<file path="src/rtl/frame_pkg.sv">
// Shared types and constants for the frame write scheduler.
// frame_t packs the frame MSB first as {t, x[5:2], y[2:7], z[7:2][2:9]},
// so nibble order from the top of the vector is also the readout order.
package frame_pkg;

    localparam int FRAME_W   = 221;
    localparam int HDR_BEATS = 2;
    localparam int Y_BEATS   = 6;
    localparam int Z_BEATS   = 48;

    typedef logic [2:7][3:0]      sy_t;
    typedef logic [7:2][2:9][3:0] sz_t;

    typedef struct packed {
        logic       t;
        logic [5:2] x;
        sy_t        y;
        sz_t        z;
    } frame_t;

    typedef enum logic [1:0] {
        IDLE = 2'd0,
        HDR  = 2'd1,
        YSEQ = 2'd2,
        ZSEQ = 2'd3
    } state_t;

endpackage

</file>
<file path="src/rtl/frame_write_scheduler_rr_arb2.sv">
// Two-way round-robin arbiter. Priority only moves on contention: the holder
// wins and hands priority to the other side; a lone requester is simply granted.
module rr_arb2
#(
    parameter bit PRIO_INIT = 1'b0
)
(
    input  logic clk,
    input  logic rst_n,
    input  logic i_en,
    input  logic i_req_a,
    input  logic i_req_b,
    output logic o_gnt_a,
    output logic o_gnt_b
);

    logic r_prio;   // 0: A holds priority, 1: B holds priority
    logic w_both;

    assign w_both = i_en && i_req_a && i_req_b;

    // Grant decode, purely combinational from requests and priority.
    always_comb begin
        o_gnt_a = 1'b0;
        o_gnt_b = 1'b0;
        if (i_en) begin
            if (i_req_a && i_req_b) begin
                o_gnt_a = ~r_prio;
                o_gnt_b = r_prio;
            end else begin
                o_gnt_a = i_req_a;
                o_gnt_b = i_req_b;
            end
        end
    end

    // Priority flips after every contended grant.
    always_ff @(posedge clk or negedge rst_n) begin
        if (!rst_n) begin
            r_prio <= PRIO_INIT;
        end else if (w_both) begin
            r_prio <= ~r_prio;
        end
    end

endmodule

</file>
<file path="src/rtl/frame_write_scheduler.sv">
// Frame write scheduler: arbitrated y/z element writes, header writes, and a
// nibble-stream readout of the whole frame with valid/ready handshake.
// Optional build macro FRAME_PARITY_EN appends an XOR parity beat.
//
// state | meaning
// ------+-------------------------------------------------------------
// IDLE  | no readout; writes and header updates accepted
// HDR   | beats {000,t} then x; r_cnt counts down 1..0
// YSEQ  | beats y[2]..y[7]; r_cnt counts down 5..0
// ZSEQ  | beats z[7][2]..z[2][9] (+ parity beat at r_cnt==0 if enabled)
module frame_write_scheduler
    import frame_pkg::*;
#(
    parameter bit PRIO_INIT = 1'b0
)
(
    input  logic               clk,
    input  logic               rst_n,
    input  logic               a_req,
    input  logic [2:0]         a_idx,
    input  logic [3:0]         a_data,
    output logic               a_gnt,
    input  logic               b_req,
    input  logic [2:0]         b_row,
    input  logic [3:0]         b_col,
    input  logic [3:0]         b_data,
    output logic               b_gnt,
    input  logic               hdr_we,
    input  logic               hdr_t,
    input  logic [3:0]         hdr_x,
    input  logic               start,
    output logic               busy,
    output logic               out_valid,
    input  logic               out_ready,
    output logic [3:0]         out_data,
    output logic               out_last,
    output logic               idx_err,
    output logic [FRAME_W-1:0] frame_q
);

`ifdef FRAME_PARITY_EN
    localparam int PAR_BEATS = 1;
`else
    localparam int PAR_BEATS = 0;
`endif

    localparam logic [5:0] HDR_LOAD = 6'(HDR_BEATS - 1);
    localparam logic [5:0] Y_LOAD   = 6'(Y_BEATS - 1);
    localparam logic [5:0] Z_LOAD   = 6'(Z_BEATS - 1 + PAR_BEATS);
    // Nibble number (0 = x) of the first z beat plus Z_LOAD, so nibble = Z_TOP - r_cnt.
    localparam logic [5:0] Z_TOP    = 6'(HDR_BEATS - 1 + Y_BEATS) + Z_LOAD;

    state_t       r_state;
    state_t       w_state_nxt;
    logic [5:0]   r_cnt;
    logic [5:0]   w_cnt_nxt;
    frame_t       r_frame;
    logic         r_idx_err;
    logic         w_a_legal;
    logic         w_b_legal;
    logic         w_xfer;
    logic         w_tc;
    logic [5:0]   w_nib;
    logic [7:0]   w_pos;
    logic [3:0]   w_sel;

`ifdef FRAME_PARITY_EN
    // XOR of the {000,t} beat and every 4-bit nibble below it.
    function automatic logic [3:0] frame_parity(input frame_t f);
        logic [219:0] v;
        logic [3:0]   p;
        v = f[219:0];
        p = {3'b000, f.t};
        for (int i = 0; i < 55; i++) begin
            p = p ^ v[4*i +: 4];
        end
        return p;
    endfunction
`endif

    assign w_a_legal = (a_idx >= 3'd2);
    assign w_b_legal = (b_row >= 3'd2) && (b_col >= 4'd2) && (b_col <= 4'd9);

    assign busy      = (r_state != IDLE);
    assign out_valid = busy;
    assign w_xfer    = out_valid && out_ready;
    assign w_tc      = (r_cnt == 6'd0);
    assign idx_err   = r_idx_err;
    assign frame_q   = r_frame;

    rr_arb2 #(.PRIO_INIT(PRIO_INIT)) u_arb (
        .clk     (clk),
        .rst_n   (rst_n),
        .i_en    (!busy),
        .i_req_a (a_req),
        .i_req_b (b_req),
        .o_gnt_a (a_gnt),
        .o_gnt_b (b_gnt)
    );

    // Frame storage: granted element writes, header writes, sticky index error.
    always_ff @(posedge clk or negedge rst_n) begin
        if (!rst_n) begin
            r_frame   <= '0;
            r_idx_err <= 1'b0;
        end else begin
            if (hdr_we && !busy) begin
                r_frame.t <= hdr_t;
                r_frame.x <= hdr_x;
            end
            if (a_gnt) begin
                if (w_a_legal) r_frame.y[a_idx] <= a_data;
                else           r_idx_err <= 1'b1;
            end
            if (b_gnt) begin
                if (w_b_legal) r_frame.z[b_row][b_col] <= b_data;
                else           r_idx_err <= 1'b1;
            end
        end
    end

    // Readout state and per-segment down-counter.
    always_ff @(posedge clk or negedge rst_n) begin
        if (!rst_n) begin
            r_state <= IDLE;
            r_cnt   <= 6'd0;
        end else begin
            r_state <= w_state_nxt;
            r_cnt   <= w_cnt_nxt;
        end
    end

    // Next state: each segment advances on a transfer at terminal count.
    always_comb begin
        w_state_nxt = r_state;
        w_cnt_nxt   = r_cnt;
        case (r_state)
            IDLE: begin
                if (start) begin
                    w_state_nxt = HDR;
                    w_cnt_nxt   = HDR_LOAD;
                end
            end
            HDR: begin
                if (w_xfer) begin
                    if (w_tc) begin
                        w_state_nxt = YSEQ;
                        w_cnt_nxt   = Y_LOAD;
                    end else begin
                        w_cnt_nxt = r_cnt - 6'd1;
                    end
                end
            end
            YSEQ: begin
                if (w_xfer) begin
                    if (w_tc) begin
                        w_state_nxt = ZSEQ;
                        w_cnt_nxt   = Z_LOAD;
                    end else begin
                        w_cnt_nxt = r_cnt - 6'd1;
                    end
                end
            end
            ZSEQ: begin
                if (w_xfer) begin
                    if (w_tc) begin
                        w_state_nxt = IDLE;
                        w_cnt_nxt   = 6'd0;
                    end else begin
                        w_cnt_nxt = r_cnt - 6'd1;
                    end
                end
            end
            default: begin
                w_state_nxt = IDLE;
                w_cnt_nxt   = 6'd0;
            end
        endcase
    end

    assign w_pos = 8'd219 - {w_nib, 2'b00};
    assign w_sel = frame_q[w_pos -: 4];

    // Beat data: live nibble from the frame; stable while stalled because
    // neither state, counter nor frame can change without a transfer.
    always_comb begin
        w_nib    = 6'd0;
        out_data = 4'd0;
        out_last = 1'b0;
        case (r_state)
            HDR: begin
                out_data = w_tc ? w_sel : {3'b000, r_frame.t};
            end
            YSEQ: begin
                w_nib    = 6'(Y_BEATS) - r_cnt;
                out_data = w_sel;
            end
            ZSEQ: begin
                out_last = w_tc;
`ifdef FRAME_PARITY_EN
                if (w_tc) begin
                    out_data = frame_parity(r_frame);
                end else begin
                    w_nib    = Z_TOP - r_cnt;
                    out_data = w_sel;
                end
`else
                w_nib    = Z_TOP - r_cnt;
                out_data = w_sel;
`endif
            end
            default: begin
                out_data = 4'd0;
            end
        endcase
    end

endmodule

</file>
<file path="config.mk">
export PLATFORM = sky130hd
export DESIGN_NAME = frame_write_scheduler
export DESIGN_NICKNAME = d
export VERILOG_FILES = /design/src/rtl/frame_pkg.sv /design/src/rtl/frame_write_scheduler_rr_arb2.sv /design/src/rtl/frame_write_scheduler.sv
export SDC_FILE = /design/constraint.sdc
export NUM_CORES = 1
export LEC_CHECK = 0
export ABC_AREA = 1
export CAP_MARGIN = 15
export CORE_MARGIN = 1
export CORE_UTILIZATION = 35
export CTS_BUF_LIST = sky130_fd_sc_hd__clkbuf_4 sky130_fd_sc_hd__clkbuf_8
export DETAILED_ROUTE_END_ITERATION = 7
export PLACE_DENSITY_LB_ADDON = 0.25
export SETUP_SLACK_MARGIN = 0.3
export SYNTH_ARGS = -nofsm -noshare
export SYNTH_HDL_FRONTEND = slang
export SYNTH_HIERARCHICAL = 1
export SYNTH_SLANG_ARGS = --single-unit
</file>
<file path="constraint.sdc">
create_clock -name clk -period 12.6 [get_ports clk]
set_input_delay 3.78 -clock clk [delete_from_list [all_inputs] [get_ports clk]]
set_output_delay 3.78 -clock clk [all_outputs]
set_load 0.05 [all_outputs]
</file>
==> flow_metrics.env <==
export IMPL_die_w_um=181
export IMPL_synth_ff_type="dfrtp_1"
export IMPL_hpwl_mm=27.9
export IMPL_timing_hold_ws_ns=0.486
export IMPL_yosys_area_top_type="dfrtp_1"
export IMPL_port_buffers=260
export IMPL_hold_viol=0
export IMPL_grt_pass1_wl_mm=63.9
export IMPL_cts_hold_buf=0
export IMPL_r2r_start="r_state[0]"
export IMPL_start_util_pct=35.6
export IMPL_use_met3_pct=4.94
export IMPL_synth_most_common_cell="nand2_1"
export IMPL_numCtsBuffers=43
export IMPL_grt_busiest_layer="met2"
export IMPL_holdPathStages=2
export IMPL_viasPerCell=5.28
export IMPL_avgSynthCellArea_um2=7.88
export IMPL_synth_seq_area_share_pct=51.5
export IMPL_fin_crit_ns=9.44
export IMPL_period_share_pct=75.0
export IMPL_area_growth_pct=33.6
export IMPL_grt_use_met1_pct=33.6
export IMPL_cts_tree="yes"
export IMPL_ctsResizeCount=0
export IMPL_synth_area_leaders="dfrtp_1, nand2_1, o21ai_0"
export IMPL_ys_async_sr_fraction_pct=100
export IMPL_final_core_util_pct=47.6
export IMPL_ir_worst_vdd_uv=159
export IMPL_h_tree_depth=2
export IMPL_synth_cells=1426
export IMPL_clk_pin_slew_ns=0.05
export IMPL_grt_overflow_total=0
export IMPL_finalPower_w=0.00368
export IMPL_synth_edff_count=0
export IMPL_ys_ff_latch=231
export IMPL_p_leak_nw=6.41
export IMPL_setup_viol=0
export IMPL_num_io_pins=261
export IMPL_post_cts_buffers=0
export IMPL_netlist_area_um2=11200
export IMPL_drv_slew=0
export IMPL_synth_cell_type_count=32
export IMPL_path_max_fanout=4
export IMPL_power_density_nw_per_um2=245
export IMPL_ff2ff_setup_slack_ns=9.70
export IMPL_routed_wl_mm=41.1
export IMPL_core_um2=31600
export IMPL_path_class="input port to output pin"
export IMPL_yosysWarnings=6
export IMPL_syn_nets=1464
export IMPL_final_cell_area_um2=15000
export IMPL_gp_congestion=0.867
export IMPL_start_kind="input port"
export IMPL_relSlewSlack_pct=29.3
export IMPL_clockBufferDepth=3
export IMPL_grt_setup_unrepaired="no"
export IMPL_synth_commonest_cells="nand2_1, o21ai_0, dfrtp_1"
export IMPL_drv_cap=0
export IMPL_worstHoldStart="idx_err"
export IMPL_grt_pass1_vias=10800
export IMPL_max_freq_mhz=106
export IMPL_drive_above_1_share_pct=6.51
export IMPL_clock_skew_ns=0.0197
export IMPL_post_drt_wl_per_cell_um=19.5
export IMPL_fin_nets=1715
export IMPL_finalSetupTns_ns=0
export IMPL_crit_required_ns=8.82
export IMPL_cts_sinks=231
export IMPL_hp_class="flop to flop"
export IMPL_clk_latency_ns=0.56
export IMPL_ant_nets=0
export IMPL_antenna_found_initial=0
export IMPL_dr_pass1_iters=5
export IMPL_drt_first_iter_violations=922
export IMPL_dieArea_um2=32800
export IMPL_fp_row_count=65
export IMPL_detailed_place_area_um2=14200
export IMPL_antennaDiodeCount=0
export IMPL_cp_end_kind="output pin"
export IMPL_synth_top_area_share_pct=51.5
export IMPL_tightest_slew_ns=1.05
export IMPL_globalRouteTotalUtil_pct=25.2
export IMPL_post_route_drc_count=0
export IMPL_min_to="idx_err"
export IMPL_crit_arrival_ns=5.66
export IMPL_r2r_cells=9
export IMPL_grt_max_degree=99
export IMPL_die_h_um=181
export IMPL_cts_root_buffer="clkbuf_8"
export IMPL_grt_met2_usage_pct=40.9
export IMPL_status="complete, no violations"
export IMPL_dr_total_vias=11100
export IMPL_r2r_end="frame_q[161]"
-- metrics by stage --
stage	cells	setup WS, ns
5_1_grt	2107	3.06
3_3_place_gp	2034	3.13
6_report	2107	3.16
4_1_cts	2107	3.09
3_5_place_dp	2034	3.10
2_1_floorplan	1426	4.07
-- logic make-up (layout without fill, tap and decap cells) --
kind of cell,Yosys count,count (layout),share of synthesized area (%)
and+or+nand+nor,763,763,29.0
AOI/OAI and AO/OA,296,296,13.7
muxes,3,3,0.301
xor gates and xnor gates,2,2,0.156
buffers and inverters,123,402,4.49
DFF,231,231,51.5
adders and majority gates,8,8,0.891
-- final cells by class --
cell class                 instances  area (µm²)
clock inverter                     7        41.3
multi-input combinational       1072        4970
fill                            3090       16500
inverter                          57         214
timing repair buffer             272        2700
sequential                       231        5780
clock buffer                      66         808
tap                              402         503
-- power breakdown --
group,total [W],switching [W],internal [W]
sequential,0.000889,0.0000768,0.000812
combinational,0.00206,0.00146,0.000603
clock,0.000727,0.000320,0.000407
-- placed cells by master (no fill, tap or decap) --
master	netlist	routed
o22ai_1	4	4
nand4_1	3	3
nor4_4	6	6
nor3_2	0	2
inv_2	1	4
clkinv_1	1	2
o21ai_4	0	1
mux2_2	3	3
nand3b_1	1	1
o211ai_1	13	13
o21ai_0	237	237
clkinv_2	0	5
clkdlybuf4s50_1	0	259
clkbuf_8	0	50
inv_6	0	1
clkbuf_4	0	16
inv_1	55	51
buf_4	3	12
nand3_1	190	190
xor2_1	1	1
nor4_1	1	1
ha_2	0	1
dfrtp_1	231	231
nand2_4	1	1
nor2_1	75	75
ha_1	8	7
nor3_1	9	7
buf_8	0	1
nor2_4	1	1
o21ai_1	19	19
xnor2_1	1	1
clkinvlp_4	0	1
nand2_2	6	6
a31oi_1	6	6
a21oi_1	14	14
a21boi_0	2	2
nand2_1	470	470
-- sequential cells by signal, summed over array words and instances, names as in the netlist --
| register | flops |
|---|---|
| r_state | 2 |
| idx_err | 1 |
| r_cnt | 6 |
| u_arb/r_prio | 1 |
| frame_q | 221 |
-- critical path, cell delays in order --
cell and delay [ns]:
clkdlybuf4s50_1 0.52, nand2_1 0.07, a21oi_1 0.40, clkdlybuf4s50_1 0.90
-- worst max path at each step --
stage | startpoint | end | depth (start not counted)
final | b_req | b_gnt | 4
after global routing | b_req | b_gnt | 4
after CTS | b_req | b_gnt | 4
after detailed placement | b_req | b_gnt | 4
after global placement | b_req | b_gnt | 4
after floorplan | b_req | b_gnt | 2
-- layer usage --
layer,routed length (µm),up-vias
met5,0,-
met1,17400,5320
met3,3160,73
met4,1180,0
li1,-,5279
met2,19400,462
Note: power is estimated with default switching activity, not from simulation.
